File: config.mk
export PLATFORM = sky130hd
export DESIGN_NAME = execute_alu_arbiter_flat
export DESIGN_NICKNAME = d
export VERILOG_FILES = /design/src/rtl/execute_alu_arbiter_if.sv /design/src/rtl/execute_alu_arbiter.sv /design/src/flat_wrapper.sv
export SDC_FILE = /design/constraint.sdc
export NUM_CORES = 1
export LEC_CHECK = 0
export ABC_AREA = 1
export ABC_CLOCK_PERIOD_IN_PS = 3800
export CAP_MARGIN = 10
export CORE_AREA = 10 10 136 138
export DETAILED_ROUTE_END_ITERATION = 6
export DIE_AREA = 0 0 146 148
export GPL_TIMING_DRIVEN = 1
export SYNTH_ARGS = -nofsm -noshare
export SYNTH_HDL_FRONTEND = slang
export SYNTH_SLANG_ARGS = --single-unit
File: constraint.sdc
create_clock -name clk -period 3.8 [get_ports clk]
set_input_delay 1.14 -clock clk [delete_from_list [all_inputs] [get_ports clk]]
set_output_delay 1.14 -clock clk [all_outputs]
set_load 0.02 [all_outputs]
File: src/rtl/execute_alu_arbiter_if.sv
// Execute-stage ALU sharing bus: requester operands and requests in,
// grant/muxed ALU inputs and lock status out.
interface execute_alu_arbiter_if #(
    parameter int NUM_REQ = 4,
    parameter int OP_W    = 5,
    parameter int OPND_W  = 33
);
    localparam int IDX_W = (NUM_REQ > 1) ? $clog2(NUM_REQ) : 1;

    logic [NUM_REQ-1:0]        req_valid;
    logic [NUM_REQ-1:0]        req_lock;
    logic [NUM_REQ*OPND_W-1:0] req_in_a;
    logic [NUM_REQ*OPND_W-1:0] req_in_b;
    logic [NUM_REQ*OP_W-1:0]   req_alu_op;

    logic [NUM_REQ-1:0]        grant;
    logic [OPND_W-1:0]         alu_in_a;
    logic [OPND_W-1:0]         alu_in_b;
    logic [OP_W-1:0]           alu_op;
    logic                      alu_valid;
    logic                      locked;
    logic [IDX_W-1:0]          lock_owner;
    logic                      lock_overrun;

    // Requester side: drives requests and operands, observes grant and status.
    modport master (
        output req_valid, req_lock, req_in_a, req_in_b, req_alu_op,
        input  grant, alu_in_a, alu_in_b, alu_op, alu_valid,
               locked, lock_owner, lock_overrun
    );

    // Arbiter side.
    modport slave (
        input  req_valid, req_lock, req_in_a, req_in_b, req_alu_op,
        output grant, alu_in_a, alu_in_b, alu_op, alu_valid,
               locked, lock_owner, lock_overrun
    );
endinterface

File: src/rtl/execute_alu_arbiter.sv
// Round-robin arbiter sharing the single execute-stage ALU between execute
// units, with a bounded lock so multi-cycle users can hold the ALU.
//
// state     | meaning
// ----------+-----------------------------------------------------------
// ARBITRATE | no reservation; grant first valid requester from rr_ptr
// LOCKED    | ALU reserved for lock_owner while it keeps req_valid high
module execute_alu_arbiter #(
    parameter int NUM_REQ     = 4,
    parameter int OP_W        = 5,
    parameter int OPND_W      = 33,
    parameter int LOCK_MAX    = 4,
    parameter int ALU_IDLE_OP = 8
) (
    input  logic                  clk,
    input  logic                  reset,
    input  logic                  flush,
    execute_alu_arbiter_if.slave  bus
);
    localparam int IDX_W = (NUM_REQ > 1) ? $clog2(NUM_REQ) : 1;
    localparam int CNT_W = $clog2(LOCK_MAX + 1);

    typedef enum logic {
        ARBITRATE = 1'b0,
        LOCKED    = 1'b1
    } state_t;

    state_t            state;
    logic [IDX_W-1:0]  rr_ptr;
    logic [IDX_W-1:0]  lock_owner_q;
    logic [CNT_W-1:0]  lock_cnt;
    logic              lock_overrun_q;

    logic              rr_hit;
    logic [IDX_W-1:0]  rr_idx;
    logic [IDX_W-1:0]  cand;
    logic              grant_any;
    logic [IDX_W-1:0]  grant_idx;
    logic              owner_hold;
    logic              limit_hit;
    logic [IDX_W-1:0]  next_ptr;
    logic [NUM_REQ-1:0] grant_vec;
    logic [OPND_W-1:0] mux_a;
    logic [OPND_W-1:0] mux_b;
    logic [OP_W-1:0]   mux_op;

    // Round-robin search: first valid requester at or after rr_ptr, wrapping.
    always_comb begin
        rr_hit = 1'b0;
        rr_idx = rr_ptr;
        cand   = '0;
        for (int k = 0; k < NUM_REQ; k++) begin
            cand = IDX_W'((int'(rr_ptr) + k) % NUM_REQ);
            if (!rr_hit && bus.req_valid[cand]) begin
                rr_hit = 1'b1;
                rr_idx = cand;
            end
        end
    end

    // Grant selection: a live lock owner wins outright; an abandoned lock
    // falls back to normal arbitration in the same cycle.
    always_comb begin
        grant_any  = 1'b0;
        grant_idx  = '0;
        owner_hold = 1'b0;
        if (!flush) begin
            if (state == LOCKED && bus.req_valid[lock_owner_q]) begin
                grant_any  = 1'b1;
                grant_idx  = lock_owner_q;
                owner_hold = 1'b1;
            end else if (rr_hit) begin
                grant_any  = 1'b1;
                grant_idx  = rr_idx;
            end
        end
    end

    // A fresh lock only hits the limit when a single cycle is all we allow.
    assign limit_hit = owner_hold ? (lock_cnt >= CNT_W'(LOCK_MAX - 1))
                                  : (LOCK_MAX <= 1);
    assign next_ptr  = (grant_idx == IDX_W'(NUM_REQ - 1)) ? '0
                                                          : grant_idx + IDX_W'(1);

    // Operand/opcode mux onto the ALU; idle opcode when nothing is granted.
    always_comb begin
        grant_vec = '0;
        mux_a     = '0;
        mux_b     = '0;
        mux_op    = OP_W'(ALU_IDLE_OP);
        if (grant_any) begin
            grant_vec[grant_idx] = 1'b1;
            mux_a  = bus.req_in_a[int'(grant_idx)*OPND_W +: OPND_W];
            mux_b  = bus.req_in_b[int'(grant_idx)*OPND_W +: OPND_W];
            mux_op = bus.req_alu_op[int'(grant_idx)*OP_W +: OP_W];
        end
    end

    // Lock FSM, round-robin pointer and overrun pulse.
    always_ff @(posedge clk) begin
        if (reset) begin
            state          <= ARBITRATE;
            rr_ptr         <= '0;
            lock_owner_q   <= '0;
            lock_cnt       <= '0;
            lock_overrun_q <= 1'b0;
        end else if (flush) begin
            state          <= ARBITRATE;
            lock_cnt       <= '0;
            lock_overrun_q <= 1'b0;
        end else begin
            lock_overrun_q <= 1'b0;
            if (!grant_any) begin
                state    <= ARBITRATE;
                lock_cnt <= '0;
            end else if (bus.req_lock[grant_idx] && !limit_hit) begin
                state        <= LOCKED;
                lock_owner_q <= grant_idx;
                lock_cnt     <= owner_hold ? lock_cnt + CNT_W'(1) : CNT_W'(1);
            end else begin
                // Grant ends here, either normally or by forced release.
                state          <= ARBITRATE;
                lock_cnt       <= '0;
                rr_ptr         <= next_ptr;
                lock_overrun_q <= bus.req_lock[grant_idx];
            end
        end
    end

    assign bus.grant        = grant_vec;
    assign bus.alu_in_a     = mux_a;
    assign bus.alu_in_b     = mux_b;
    assign bus.alu_op       = mux_op;
    assign bus.alu_valid    = grant_any;
    assign bus.locked       = (state == LOCKED);
    assign bus.lock_owner   = lock_owner_q;
    assign bus.lock_overrun = lock_overrun_q;
endmodule
File: src/flat_wrapper.sv
// flat-port wrapper written by rule: the top's interface ports become plain ports
module execute_alu_arbiter_flat 
#(
    parameter int NUM_REQ     = 4,
    parameter int OP_W        = 5,
    parameter int OPND_W      = 33,
    parameter int LOCK_MAX    = 4,
    parameter int ALU_IDLE_OP = 8
)
  (clk, reset, flush, bus_req_valid, bus_req_lock, bus_req_in_a, bus_req_in_b, bus_req_alu_op, bus_grant, bus_alu_in_a, bus_alu_in_b, bus_alu_op, bus_alu_valid, bus_locked, bus_lock_owner, bus_lock_overrun);
  execute_alu_arbiter_if #(.NUM_REQ(NUM_REQ), .OP_W(OP_W), .OPND_W(OPND_W)) bus_i ();
  input  logic clk;
  input  logic reset;
  input  logic flush;
  input wire logic [$bits(bus_i.req_valid)-1:0] bus_req_valid;
  input wire logic [$bits(bus_i.req_lock)-1:0] bus_req_lock;
  input wire logic [$bits(bus_i.req_in_a)-1:0] bus_req_in_a;
  input wire logic [$bits(bus_i.req_in_b)-1:0] bus_req_in_b;
  input wire logic [$bits(bus_i.req_alu_op)-1:0] bus_req_alu_op;
  output wire logic [$bits(bus_i.grant)-1:0] bus_grant;
  output wire logic [$bits(bus_i.alu_in_a)-1:0] bus_alu_in_a;
  output wire logic [$bits(bus_i.alu_in_b)-1:0] bus_alu_in_b;
  output wire logic [$bits(bus_i.alu_op)-1:0] bus_alu_op;
  output wire logic [$bits(bus_i.alu_valid)-1:0] bus_alu_valid;
  output wire logic [$bits(bus_i.locked)-1:0] bus_locked;
  output wire logic [$bits(bus_i.lock_owner)-1:0] bus_lock_owner;
  output wire logic [$bits(bus_i.lock_overrun)-1:0] bus_lock_overrun;
  assign bus_i.req_valid = bus_req_valid;
  assign bus_i.req_lock = bus_req_lock;
  assign bus_i.req_in_a = bus_req_in_a;
  assign bus_i.req_in_b = bus_req_in_b;
  assign bus_i.req_alu_op = bus_req_alu_op;
  assign bus_grant = bus_i.grant;
  assign bus_alu_in_a = bus_i.alu_in_a;
  assign bus_alu_in_b = bus_i.alu_in_b;
  assign bus_alu_op = bus_i.alu_op;
  assign bus_alu_valid = bus_i.alu_valid;
  assign bus_locked = bus_i.locked;
  assign bus_lock_owner = bus_i.lock_owner;
  assign bus_lock_overrun = bus_i.lock_overrun;
  execute_alu_arbiter #(.NUM_REQ(NUM_REQ), .OP_W(OP_W), .OPND_W(OPND_W), .LOCK_MAX(LOCK_MAX), .ALU_IDLE_OP(ALU_IDLE_OP)) u_core (.clk(clk), .reset(reset), .flush(flush), .bus(bus_i));
endmodule
==> impl_metrics.py, run 1 <==
metrics = {
    "power_and_ir_drop": {
        "power.switching_mw": 3.844,
        "vdd_drop_max_uv": 534.8,
        "power_frac_seq": 0.020,
        "combinationalPowerShare": 0.957,
        "clockPowerShare": 0.023,
        "powerDensity_nw_per_um2": 893.9,
        "power_report.internal_total_mw": 4.188,
        "power.static_leakage_nw": 3.842,
        "sw_frac_of_total": 0.4786,
    },
    "detailed_routing": {
        "drtAntennaViolNets": 0,
        "drc": 0,
        "drt_iter0_drc": 213,
        "routed-via-count": 5986,
        "routed_via_density": 4.648,
        "drt_first_pass_iters": 4,
        "wl_per_cell_um": 19.50,
        "totalWireLength_um": 25120,
    },
    "synthesis": {
        "synth_nets": 933,
        "synth_warnings": 0,
        "portion_of_netlist_area_occupied_by_mux_cells": 0,
        "xor_xnor_share_of_the_synthesized_area": 0,
        "post_synth_fa_ha_maj_area_fraction": 0.02243,
        "yosys_register_bits": 9,
        "postSynthCellCount": 632,
        "synth.cell_area_sq_um": 3347,
        "post_synth_main_area_contributors": "nor2_1 (17%), o21bai_1 (16%), o21ai_0 (14%)",
        "top_area_cell_type_share_of_the_netlist_area": 0.1750,
        "synth_simple_gate_area_share": 0.2950,
        "largest_family_of_logic_cells_by_synthesized_area": "compound AO/OA/AOI/OAI gates",
        "synth.distinct_cells": 30,
        "synth.avg_cell_area_sq_um": 5.296,
        "synth-compound-area-share": 0.4860,
        "synth_top_cell_by_area": "nor2_1",
        "synth-seq-area-share": 0.05383,
    },
    "worst_setup_path": {
        "timing.critical_path.buf_inv": 6,
        "critPathTopFamily": "buffers and inverters",
        "reg2reg_start": "u_core.rr_ptr[1]",
        "r2r_cells": 19,
        "cp_data_arrival_time_ns": 2.97,
        "timing.critical_path.to_type": "output port",
        "crit_chain": "buf_6 -> nand2_4 -> nand2_4 -> nand2_2 -> nand2_2 -> nand2_2 -> nand2_1 -> nand2_1 -> nand3_2 -> nand2_4 -> clkinv_8 -> buf_12 -> buf_4 -> buf_4 -> o21ai_1 -> o21bai_2 -> a21oi_2 -> buf_6",
        "crit_slowest_cell": "nand2_4",
        "worstReg2RegEnd": "u_core.bus.lock_owner[0]",
        "worstPathRequired_ns": 2.66,
        "timing.critical_path.fanout_max": 5,
        "worst-r2r-setup-slack_ns": 1.39,
        "timing.setup.critical_path_class": "input port to output port",
        "cp-start-kind": "input port",
        "timing.critical_path.slowest_cell_delay_ns": 0.18,
    },
    "timing": {
        "holdWs_ns": 0.4718,
        "worst_slack_ns": -0.3123,
        "timing.final.hold_violations": 0,
        "worstMarginPinSlew_ns": 0.2797,
        "final.min_clock_period_ns": 4.112,
        "setup_viol": 75,
        "post-route-period-util": 1.082,
        "slew_violations": 0,
        "fmax_mhz": 243.2,
        "fin_skew_ns": 0.0005801,
        "maxSlewHeadroom": 0.8129,
        "grt_setup_unrepaired": "true",
    },
    "finish": {
        "insertedDiodeCount": 0,
        "register_area_sq_um": 180.2,
        "finalInstanceArea_sq_um": 8985,
        "multi_input_comb_area_sq_um": 3104,
        "area_growth_syn_to_layout_pct": 168.4,
        "filler_cell_count": 1541,
        "fin_cells": 1288,
        "leading_cell_type_in_the_layout_fill_and_taps_excluded": "clkdlybuf4s50_1",
        "layout_common_cells": "clkdlybuf4s50_1 (293), nor2_1 (136), buf_4 (111)",
        "drive_gt1_frac": 0.2836,
        "final_nets": 1374,
    },
    "clock_network": {
        "cts_sinks": 9,
        "clkLatencyLatePin_ns": 0.24,
        "cts-root-buf": "clkbuf_16",
        "ctsLongestPathBuffers": 2,
        "clk_pin_slew_ns": 0.04,
        "cts_buffers": 3,
        "holdBufCountCts": 0,
        "number_of_h_tree_levels": 1,
        "tritoncts": "built",
    },
    "floorplan": {
        "die-area_sq_um": 21610,
        "die_width_um": 146,
        "chipHeight_um": 148,
        "coreArea_sq_um": 15710,
        "rows": 46,
        "pin_count": 375,
        "floorplan.initialDensity": 0.2130,
    },
    "grt": {
        "antenna_found_initial": 0,
        "pin_count_of_the_biggest_net_entering_global_routing": 55,
        "global_route_wire_length_before_repair_um": 34220,
        "grt.overflow.total": 0,
        "first_global_vias": 5728,
        "total_routing_usage_reported_by_global_routing": 0.1960,
    },
    "place": {
        "detailed_place_hpwl_um": 18490,
        "dpl_worst_slack_ns": -1.182,
        "port_buffers": 374,
        "placed_cells": 1227,
        "place_congestion": 0.8788,
        "post_dp_cell_area_sq_um": 7675,
    },
    "hold_path": {
        "timing.hold.worst_endpoint": "u_core.lock_cnt[0]",
        "hold_start": "u_core.lock_cnt[0]",
        "worst_hold_check_path_type": "flip-flop to flip-flop",
        "hold_depth": 1,
    },
    "run_status": {
        "status": "finished with violations",
        "failed_checks": "setup timing",
    },
    "run": {
        "max-cap-violations": 0,
    },
}
cells in the mapped netlist (all sizes together):
cell    count
nand2      55
a21oi      74
ha          6
a31oi       1
clkinv      1
o221ai      1
inv        32
dfxtp       9
nor3        1
nand4       3
clkbuf     19
buf        37
o21bai     70
o21ai     143
nor2      159
nand3      21
per-stage QoR:
stage,setup TNS [ns],util,power (mW)
floorplan,0,-,3.539
global route,-26.45,0.5718,8.620
global placement,-77.57,0.4885,5.865
CTS,-14.30,0.5260,6.896
finish,-15.39,0.5718,8.032
detailed placement,-80.70,0.4885,5.884
worst max path at each step:
stage                startpoint          endpoint  slack [ns]  cells past startpoint
3_3_place_gp   bus_req_valid[3]  bus_alu_in_b[29]       -1.12                     16
4_1_cts        bus_req_valid[2]  bus_alu_in_b[29]       -0.31                     18
2_1_floorplan  bus_req_valid[1]   bus_alu_in_a[0]       0.004                     12
6_report       bus_req_valid[0]  bus_alu_in_b[30]       -0.31                     18
3_5_place_dp   bus_req_valid[3]   bus_alu_in_b[0]       -1.18                     16
5_1_grt        bus_req_valid[3]  bus_alu_in_b[30]       -0.43                     19
cells by family after synthesis:
kind of cell,after synthesis
flip-flops,9
adder cells (fa/ha/maj),6
buffers and inverters,89
AND/OR/NAND/NOR,239
AO/OA/AOI/OAI,289
flip-flops by register name (all words and copies together) (netlist names):
signal,flops
u_core.bus.lock_overrun,1
u_core.bus.lock_owner,2
u_core.bus.locked,1
u_core.lock_cnt,3
u_core.rr_ptr,2
timing repair:
| action | 4_1_cts | 5_1_grt |
|---|---|---|
| endpoints found under the setup margin | 76 | 76 |
| pin swaps | 36 | 30 |
| setup buffers | 28 | 13 |
| cloned | 6 | 14 |
| gates resized for setup | 456 | 147 |
power groups by stage:
| stage | combinational, mW | sequential, mW | clock, mW |
|---|---|---|---|
| after detailed placement | 5.72 | 0.159 | 0 |
| after global placement | 5.71 | 0.159 | 0 |
| after global routing | 8.26 | 0.166 | 0.198 |
| final | 7.68 | 0.162 | 0.187 |
| after floorplan | 3.37 | 0.166 | 0 |
| after CTS | 6.55 | 0.159 | 0.191 |
cell type report:
class                   count  area share
clock buffers               4    0.008773
well taps                 216     0.03008
flip-flops and latches      9     0.02005
repair buffers            491      0.5789
multi-input cells         534      0.3455
inverters                  33     0.01574
repair inverters            1   0.0009748
metal layers:
layer,GRT usage,vias up,part of all wire
li1,-,3034,-
met4,0.02002,0,0.0072
met1,0.2271,2736,0.40
met2,0.3688,203,0.53
met3,0.04426,13,0.063
met5,0,-,0
worst register-to-register path: stages, from the launching register on:
cell       delay [ns]
dfxtp_1          0.46
inv_2            0.10
nand2_1          0.08
nand2_1          0.08
nand2_2          0.11
nand2_2          0.06
nand2_1          0.06
nand2_1          0.06
inv_1            0.06
nand2_1          0.06
nand3_2          0.08
nand2_4          0.10
buf_4            0.18
clkbuf_16        0.18
buf_4            0.16
nand3_1          0.12
nand3_4          0.13
nor2_2           0.12
nor2_1           0.05
nor2_1           0.10
(Power assumes the default switching activity.)
==> inputs of run 2 (changes only) <==
Settings changed: PLACE_DENSITY set to 0.71.
==> impl_metrics.py, run 2 (synthesis gave the netlist of run 1 again) <==
metrics = {
    "clock_network": {
        "ctsLongestPathBuffers": 2,
        "holdBufCountCts": 0,
        "number_of_h_tree_levels": 1,
        "cts_sinks": 9,
        "clk_pin_slew_ns": 0.04,
        "cts_buffers": 3,
        "tritoncts": "built",
        "cts-root-buf": "clkbuf_16",
        "clkLatencyLatePin_ns": 0.23,
    },
    "place": {
        "post_dp_cell_area_sq_um": 7685,
        "detailed_place_hpwl_um": 17990,
        "place_congestion": 0.8997,
        "port_buffers": 374,
    },
    "detailed_routing": {
        "totalWireLength_um": 24240,
        "drtAntennaViolNets": 0,
        "routed_via_density": 4.722,
        "drt_first_pass_iters": 5,
        "routed-via-count": 5931,
        "drt_iter0_drc": 308,
        "drc": 0,
        "wl_per_cell_um": 19.30,
    },
    "timing": {
        "worst_slack_ns": -0.1931,
        "setup_viol": 75,
        "timing.final.hold_violations": 0,
        "maxSlewHeadroom": 0.8080,
        "slew_violations": 0,
        "post-route-period-util": 1.051,
        "grt_setup_unrepaired": "true",
        "final.min_clock_period_ns": 3.993,
        "worstMarginPinSlew_ns": 0.2861,
        "fin_skew_ns": 0.001874,
        "holdWs_ns": 0.4721,
        "fmax_mhz": 250.4,
    },
    "floorplan": {
        "die_width_um": 146,
        "rows": 46,
        "pin_count": 375,
        "chipHeight_um": 148,
        "floorplan.initialDensity": 0.2130,
        "die-area_sq_um": 21610,
        "coreArea_sq_um": 15710,
    },
    "worst_setup_path": {
        "crit_path_frequent_cell": "nand2_2",
        "timing.critical_path.slowest_cell_delay_ns": 0.18,
        "timing.critical_path.buf_inv": 5,
        "reg2reg_start": "u_core.rr_ptr[0]",
        "timing.setup.critical_path_class": "input port to output port",
        "critPathTopFamily": "simple AND/OR/NAND/NOR gates",
        "critical_path.startpoint": "bus_req_valid[0]",
        "timing.critical_path.to_type": "output port",
        "crit_chain": "buf_8 -> inv_1 -> nand2_1 -> nand3_2 -> nand2_2 -> nand2_2 -> nor2_2 -> nand2_2 -> nand2_8 -> clkinv_8 -> clkbuf_16 -> o21ai_0 -> o21bai_1 -> a21oi_1 -> buf_4",
        "cp_data_arrival_time_ns": 2.85,
        "crit_slowest_cell": "clkbuf_16",
        "timing.critical_path.fanout_max": 9,
        "cp-start-kind": "input port",
        "worstPathRequired_ns": 2.66,
    },
    "grt": {
        "first_global_vias": 5753,
        "total_routing_usage_reported_by_global_routing": 0.1877,
        "global_route_wire_length_before_repair_um": 33110,
        "antenna_found_initial": 0,
        "grt.overflow.total": 0,
        "pin_count_of_the_biggest_net_entering_global_routing": 38,
    },
    "finish": {
        "drive_gt1_frac": 0.2558,
        "regMostFlops": "u_core.lock_cnt",
        "layout_common_cells": "clkdlybuf4s50_1 (293), nor2_1 (138), buf_4 (92)",
        "multi_input_comb_area_sq_um": 3082,
        "area_growth_syn_to_layout_pct": 158.5,
        "insertedDiodeCount": 0,
        "final_nets": 1342,
        "register_area_sq_um": 180.2,
        "largest_register_ff_count": 3,
        "filler_cell_count": 1527,
        "leading_cell_type_in_the_layout_fill_and_taps_excluded": "clkdlybuf4s50_1",
        "finalInstanceArea_sq_um": 8651,
    },
    "power_and_ir_drop": {
        "powerDensity_nw_per_um2": 886.2,
        "vdd_drop_max_uv": 537.7,
        "post-layout-total-power_mw": 7.666,
        "power.static_leakage_nw": 3.672,
    },
    "hold_path": {
        "worst_hold_check_path_type": "flip-flop to flip-flop",
        "hold_start": "u_core.lock_cnt[0]",
    },
    "run_status": {
        "status": "finished with violations",
        "failed_checks": "setup timing",
    },
    "run": {
        "max-cap-violations": 0,
    },
}
run 2: changes by cell type in the layout (fill, tap and decap cells not counted), sizes merged:
cell | before | now
clkbuf | 14 | 15
buf | 186 | 153
run 2: where the power goes:
group	total [mW]	internal (mW)	switching [mW]
Combinational	7.33	3.61	3.72
Sequential	0.155	0.124	0.0312
Clock	0.185	0.140	0.0449
run 2: what timing repair did:
| action | 4_1_cts | 5_1_grt |
|---|---|---|
| gates cloned | 6 | 13 |
| buffers inserted | 4 | 2 |
| setup endpoints to repair | 76 | 76 |
| resized for setup | 515 | 107 |
| pin swaps | 39 | 47 |
run 2: worst paths after layout:
| kind | to | slack (ns) | cells after the start |
|---|---|---|---|
| max | bus_alu_op[2] | -0.19 | 15 |
| min | u_core.lock_cnt[0] | 0.47 | 1 |
| max reg2reg | u_core.rr_ptr[0] | 1.39 | 21 |
| min reg2reg | u_core.lock_cnt[0] | 0.47 | 1 |
run 2: routing by layer:
layer	global-route usage	vias to the layer above	routed length, um
met5	0	-	0
met2	0.3460	249	12500
li1	-	2977	-
met3	0.04823	26	1662
met1	0.2180	2679	9770
met4	0.02452	0	311
run 2: final cells by class:
class / count / share of cell area
clock buffers: 4 / 0.009112
repair buffers: 459 / 0.5638
well taps: 216 / 0.03124
flip-flops and latches: 9 / 0.02083
inverters: 33 / 0.01692
multi-input cells: 534 / 0.3562
repair inverters: 1 / 0.001880
run 2: stage by stage:
step           worst slack (ns)  utilization  std cells  setup TNS (ns)
2_1_floorplan          0.004448            -        632               0
4_1_cts                 -0.2057       0.5112       1244          -10.69
3_3_place_gp             -1.132       0.4891       1230          -78.74
6_report                -0.1931       0.5506       1256          -10.04
3_5_place_dp             -1.186       0.4891       1230          -82.23
5_1_grt                 -0.3554       0.5506       1256          -20.07
==> inputs of run 3 (changes only) <==
Settings changed: SLEW_MARGIN set to 5.
==> results of run 3 <==
The final DEF is identical to that of run 2; final timing and power are the same.
